**config.mk**
```make
export PLATFORM = sky130hd
export DESIGN_NAME = garbage_insert
export DESIGN_NICKNAME = d
export VERILOG_FILES = /design/src/rtl/garbage_insert.sv
export SDC_FILE = /design/constraint.sdc
export NUM_CORES = 1
export LEC_CHECK = 0
export BUFFER_PORTS_ARGS = -buffer_cell sky130_fd_sc_hd__clkbuf_2
export CORE_MARGIN = 1
export CORE_UTILIZATION = 54
export CTS_CLUSTER_SIZE = 30
export DETAILED_ROUTE_END_ITERATION = 12
export GPL_TIMING_DRIVEN = 0
export PLACE_DENSITY = 0.89
export SLEW_MARGIN = 5
export SYNTH_ARGS = -nofsm -noshare
export SYNTH_HDL_FRONTEND = slang
export SYNTH_SLANG_ARGS = --single-unit
```
**constraint.sdc**
```tcl
create_clock -name clk -period 4.4 [get_ports clk]
set_clock_uncertainty 0.2 [all_clocks]
set_input_delay 1.32 -clock clk [delete_from_list [all_inputs] [get_ports clk]]
set_output_delay 1.32 -clock clk [all_outputs]
set_load 0.005 [all_outputs]
```
**src/rtl/garbage_insert.sv**
```systemverilog
// Pushes up to MAX_INSERT garbage rows (one shared hole column) into the bottom of the board on a piece lock.
// board_we arrives N+1 cycles after the lock edge; pause stalls every register, and a lock while busy is dropped.
module garbage_insert #(
    parameter int BLOCKS_ROW = 10,
    parameter int BLOCKS_COL = 20,
    parameter int BITS_Y_POS = 5,
    parameter int MAX_INSERT = 4
) (
    input  logic                             clk,
    input  logic                             rst,
    input  logic                             state_rst,
    input  logic                             pause,
    input  logic                             lock,
    input  logic [BITS_Y_POS-1:0]            pending_lines,
    input  logic [BLOCKS_ROW*BLOCKS_COL-1:0] board_in,
    output logic [BLOCKS_ROW*BLOCKS_COL-1:0] board_out,
    output logic                             board_we,
    output logic                             delete,
    output logic                             busy,
    output logic                             topout
);

    localparam int BOARD_W = BLOCKS_ROW * BLOCKS_COL;
    localparam int HOLE_W  = $clog2(BLOCKS_ROW);
    localparam logic [7:0] LFSR_SEED = 8'hA5;
    localparam logic [BITS_Y_POS-1:0] MAX_INS = BITS_Y_POS'(MAX_INSERT);
    localparam logic [BITS_Y_POS-1:0] ONE     = BITS_Y_POS'(1);

    typedef enum logic [1:0] {
        S_IDLE  = 2'd0,
        S_SHIFT = 2'd1,
        S_WRITE = 2'd2
    } state_t;

    state_t                  r_state;
    logic [BOARD_W-1:0]      r_work;
    logic [BOARD_W-1:0]      r_board_out;
    logic [BITS_Y_POS-1:0]   r_cnt;
    logic [HOLE_W-1:0]       r_hole;
    logic [7:0]              r_lfsr;
    logic                    r_board_we;
    logic                    r_delete;
    logic                    r_busy;
    logic                    r_topout;

    logic [7:0]              w_lfsr_next;
    logic [HOLE_W-1:0]       w_hole_now;
    logic [BITS_Y_POS-1:0]   w_n_ins;
    logic                    w_start;
    logic [BOARD_W-1:0]      w_shift_src;
    logic [HOLE_W-1:0]       w_shift_hole;
    logic [BLOCKS_ROW-1:0]   w_garbage;
    logic [BOARD_W-1:0]      w_shifted;
    logic                    w_top_lost;

    assign w_lfsr_next = (r_lfsr == 8'h00) ? LFSR_SEED
                       : {r_lfsr[6:0], r_lfsr[7] ^ r_lfsr[5] ^ r_lfsr[4] ^ r_lfsr[3]};
    assign w_hole_now  = HOLE_W'(r_lfsr % BLOCKS_ROW);
    assign w_n_ins     = (pending_lines > MAX_INS) ? MAX_INS : pending_lines;
    // The IDLE busy-tail (board_we cycle just finished) still counts as busy for lock filtering.
    assign w_start     = (r_state == S_IDLE) && !r_busy && lock && (pending_lines != '0);

    // The first row is pushed on the lock edge itself, straight from board_in.
    assign w_shift_src  = (r_state == S_IDLE) ? board_in : r_work;
    assign w_shift_hole = (r_state == S_IDLE) ? w_hole_now : r_hole;
    assign w_garbage    = ~(BLOCKS_ROW'(1) << w_shift_hole);
    assign w_shifted    = {w_garbage, w_shift_src[BOARD_W-1:BLOCKS_ROW]};
    assign w_top_lost   = |w_shift_src[BLOCKS_ROW-1:0];

    always_ff @(posedge clk or negedge rst) begin
        if (!rst) begin
            r_state     <= S_IDLE;
            r_work      <= '0;
            r_board_out <= '0;
            r_cnt       <= '0;
            r_hole      <= '0;
            r_lfsr      <= LFSR_SEED;
            r_board_we  <= 1'b0;
            r_delete    <= 1'b0;
            r_busy      <= 1'b0;
            r_topout    <= 1'b0;
        end else if (state_rst) begin
            r_state     <= S_IDLE;
            r_work      <= '0;
            r_board_out <= '0;
            r_cnt       <= '0;
            r_lfsr      <= LFSR_SEED;
            r_board_we  <= 1'b0;
            r_delete    <= 1'b0;
            r_busy      <= 1'b0;
            r_topout    <= 1'b0;
        end else if (pause) begin
            r_board_we  <= 1'b0;
            r_delete    <= 1'b0;
        end else begin
            r_lfsr      <= w_lfsr_next;
            r_board_we  <= 1'b0;
            r_delete    <= 1'b0;
            case (r_state)
                S_IDLE: begin
                    if (r_busy) begin
                        r_busy <= 1'b0;
                    end else if (w_start) begin
                        r_work   <= w_shifted;
                        r_hole   <= w_hole_now;
                        r_cnt    <= w_n_ins - ONE;
                        r_delete <= 1'b1;
                        r_busy   <= 1'b1;
                        if (w_top_lost) begin
                            r_topout <= 1'b1;
                        end
                        r_state  <= (w_n_ins == ONE) ? S_WRITE : S_SHIFT;
                    end
                end
                S_SHIFT: begin
                    r_work   <= w_shifted;
                    r_cnt    <= r_cnt - ONE;
                    r_delete <= 1'b1;
                    if (w_top_lost) begin
                        r_topout <= 1'b1;
                    end
                    if (r_cnt == ONE) begin
                        r_state <= S_WRITE;
                    end
                end
                S_WRITE: begin
                    r_board_out <= r_work;
                    r_board_we  <= 1'b1;
                    r_state     <= S_IDLE;
                end
                default: r_state <= S_IDLE;
            endcase
        end
    end

    assign board_out = r_board_out;
    assign board_we  = r_board_we;
    assign delete    = r_delete;
    assign busy      = r_busy;
    assign topout    = r_topout;

endmodule

```
==> impl_metrics.toml <==
[status]
status = "completed"

[sta]
worst_pin_slew_ps = 967
maxSlewHeadroom = 0.356
rsz0062_at_grt = "true"
hold_viol_final = 0
max_clock_freq_mhz = 235
drv_slew = 0
post-route-period-util = 0.966
setup_violations = 0
final.min_clock_period_ps = 4250

[synth]
synth_ff_type = "dfrtp_1"
yosys.area.top_type_share = 0.568
yosysTopAreaCell = "dfrtp_1"
seq_area_frac_synth = 0.574
yosys_register_bits = 423
synth_edf_count = 0
async_reset_ff_frac = 1.00
yosysWarnings = 0
synth_area_um2 = 18500
netlist_instances = 1716
ys_types = 76
syn_area_per_cell_um2 = 10.8
syn_nets = 1931
ys_top_cells_by_area = "dfrtp_1 57%, a22o_1 9.6%, nand2_1 6.5%"

[clocking]
cts_tree = "yes"
root_buffer = "clkbuf_16"
cts-buffers-inserted = 42
clk_latency_ps = 530
clock_sinks = 423
cts.path.max_buffers = 3
clk_pin_slew_ps = 60
htree_levels = 2

[power_and_ir_drop]
total_power_mw = 9.29
p_int_mw = 6.70
power_switching_mw = 2.59
p_per_area_nw_per_um2 = 408
leakage_nw = 11.6
pwr-share-comb = 0.154
ir_drop_uv = 301
switching_share = 0.279
p_clk_frac = 0.382
pwr-share-seq = 0.464

[floorplanning]
start_util = 0.549
fp.coreArea_um2 = 33600
die_x_um = 187
dieArea_um2 = 34900
fp.dieH_um = 187
ioPinCount = 414
placementRows = 67

[worst_setup_path]
cp_slowest_cell = "dfstp_2"
start_kind = "flip-flop"
crit_chain = "buf_8, nor2_4, inv_1, ha_2, nand2b_4, o21ai_4, o221a_4, o2111ai_4, mux2_4, o221ai_2, nand2_2, or3_4, or4_4, and3_4, a211o_1"
critical_path.max_fanout = 7
cpPeakStageDelay_ps = 540
critPathTopFamily = "simple AND/OR/NAND/NOR gates"
endpoint_kind = "flip-flop"
critical_path_required_ps = 4620
critPathArrivalTime_ps = 4470
setup.worst_path.class = "flip-flop to flip-flop"
critPathBufInv = 2

[drt]
drc = 0
drt-total-wl_um = 59300
postRouteAntennaNets = 0
drtIter0Drc = 1452
avgViaCountPerCell = 6.25
wl_per_cell_um = 22.2
vias = 16700
first_pass_iters = 5

[layout]
mostFrequentLayoutCell = "dfrtp_1"
design_area_um2 = 22800
finalNetCount = 2407
area_delta_synth_final_pct = 23.4
layoutNonFillerInstCount = 2669
final_cell_mix = "419 x dfrtp_1, 413 x clkbuf_2, 318 x nand2_1"
drive_gt1_frac = 0.251

[placement]
io_buffers = 413
dp_hpwl_um = 42900
gp_congestion = 0.950
dp_cells = 2581
place_area_um2 = 21200

[global_route]
grt_pass1_wl_um = 92000
first_global_vias = 16400
grt_use_total = 0.334
grt_max_degree = 110
antenna_found_initial = 6
grt_overflow = 0

[flow_run]
max_cap_viol_count = 0

[worst_hold_path]
holdCritPathClass = "flip-flop to flip-flop"
[logic make-up after synthesis]
group / share of synthesized area
compound gates: 0.208
xor+xnor: 0.00434
fa+ha+maj: 0.00393
buf+inv: 0.0351
flops: 0.574
mux: 0.0574
simple gates: 0.118
[layout make-up]
cell class	instances	area, um2
Antenna cell	2	5.00
Buffer	151	617
Clock buffer	59	1270
Clock inverter	12	91.3
Fill cell	2538	10800
Inverter	10	37.5
Multi-Input combinational cell	1132	7310
Sequential cell	423	10600
Tap cell	448	561
Timing Repair Buffer	432	2300
[registers in the layout (all words and copies together) (netlist names)]
register and cells:
r_work 200, board_we 1, r_cnt 5, r_state 2
board_out 200, r_lfsr 8, busy 1, r_hole 4
delete 1, topout 1
[cell usage after synthesis, types with 3 or more instances]
master / number
buf_1: 8
dfrtp_1: 419
a2111oi_0: 3
o22a_1: 5
o211ai_1: 4
a211oi_1: 4
a221oi_1: 3
a31oi_1: 4
nor4_1: 8
a22o_1: 202
nor2b_1: 4
a211o_1: 7
o21ai_0: 112
ha_1: 5
a21oi_1: 8
nand2_1: 318
buf_4: 6
nand3_1: 10
nor4b_1: 3
nand3b_1: 5
a311oi_1: 97
nor2_1: 134
nor3b_1: 4
o21a_1: 3
o22ai_1: 5
nand2b_1: 9
inv_1: 10
xnor2_1: 6
clkbuf_1: 130
or4_1: 3
nor3_1: 12
mux2i_1: 102
dfstp_2: 4
buf_2: 5
[power by group through the flow]
stage | sequential [mW] | clock [mW] | combinational (mW)
after floorplan | 4.28 | 0 | 0.850
after global placement | 4.35 | 0 | 1.27
after detailed placement | 4.36 | 0 | 1.32
after CTS | 4.29 | 3.56 | 1.34
after global routing | 4.32 | 3.72 | 1.55
final | 4.31 | 3.55 | 1.43
[per-stage QoR]
stage	hold slack (ps)	setup WS, ps	utilization	TNS [ps]
3_5_place_dp	281	-1100	0.631	-153540
5_1_grt	311	-54.3	0.678	-547
4_1_cts	301	20.6	0.673	0
2_1_floorplan	264	360	-	0
3_3_place_gp	279	-7250	0.627	-3176940
6_report	299	148	0.678	0
[layer usage]
| layer | share of wire | up-vias | wire length, um | global-route usage |
|---|---|---|---|---|
| met4 | 0.043 | 8 | 2530 | 0.135 |
| met2 | 0.48 | 1030 | 28400 | 0.551 |
| met3 | 0.091 | 187 | 5380 | 0.0632 |
| li1 | - | 7201 | - | - |
| met1 | 0.39 | 8247 | 22900 | 0.437 |
| met5 | 0.00096 | - | 57 | 0 |
[worst reg2reg max path, delay by kind of cell (launching register included)]
| family | cells | cell delay, ps |
|---|---|---|
| AND/OR/NAND/NOR | 6 | 1460 |
| adder cells (fa/ha/maj) | 1 | 300 |
| AO/OA/AOI/OAI | 5 | 1120 |
| multiplexers | 1 | 350 |
| buffers and inverters | 2 | 200 |
| flip-flops | 1 | 540 |
[path summary, 6_finish.rpt]
| path | from | endpoint | slack (ps) | cells past startpoint |
|---|---|---|---|---|
| worst max-delay path | r_lfsr[5] | r_work[190] | 150 | 15 |
| worst min-delay path | board_out[199] | board_out[199] | 300 | 1 |
| worst max register to register | r_lfsr[5] | r_work[190] | 150 | 15 |
| worst min register to register | board_out[199] | board_out[199] | 300 | 1 |
| max in group asynchronous | rst | board_out[167] | 2300 | 3 |
| min in group asynchronous | rst | board_out[55] | 440 | 1 |
[repair_timing]
action	CTS	global route
pin swaps	1	6
setup endpoints to repair	180	52
setup buffers	2	13
hold buffers	0	0
resized for setup	9	19
Power figures use the tool's default switching activity.
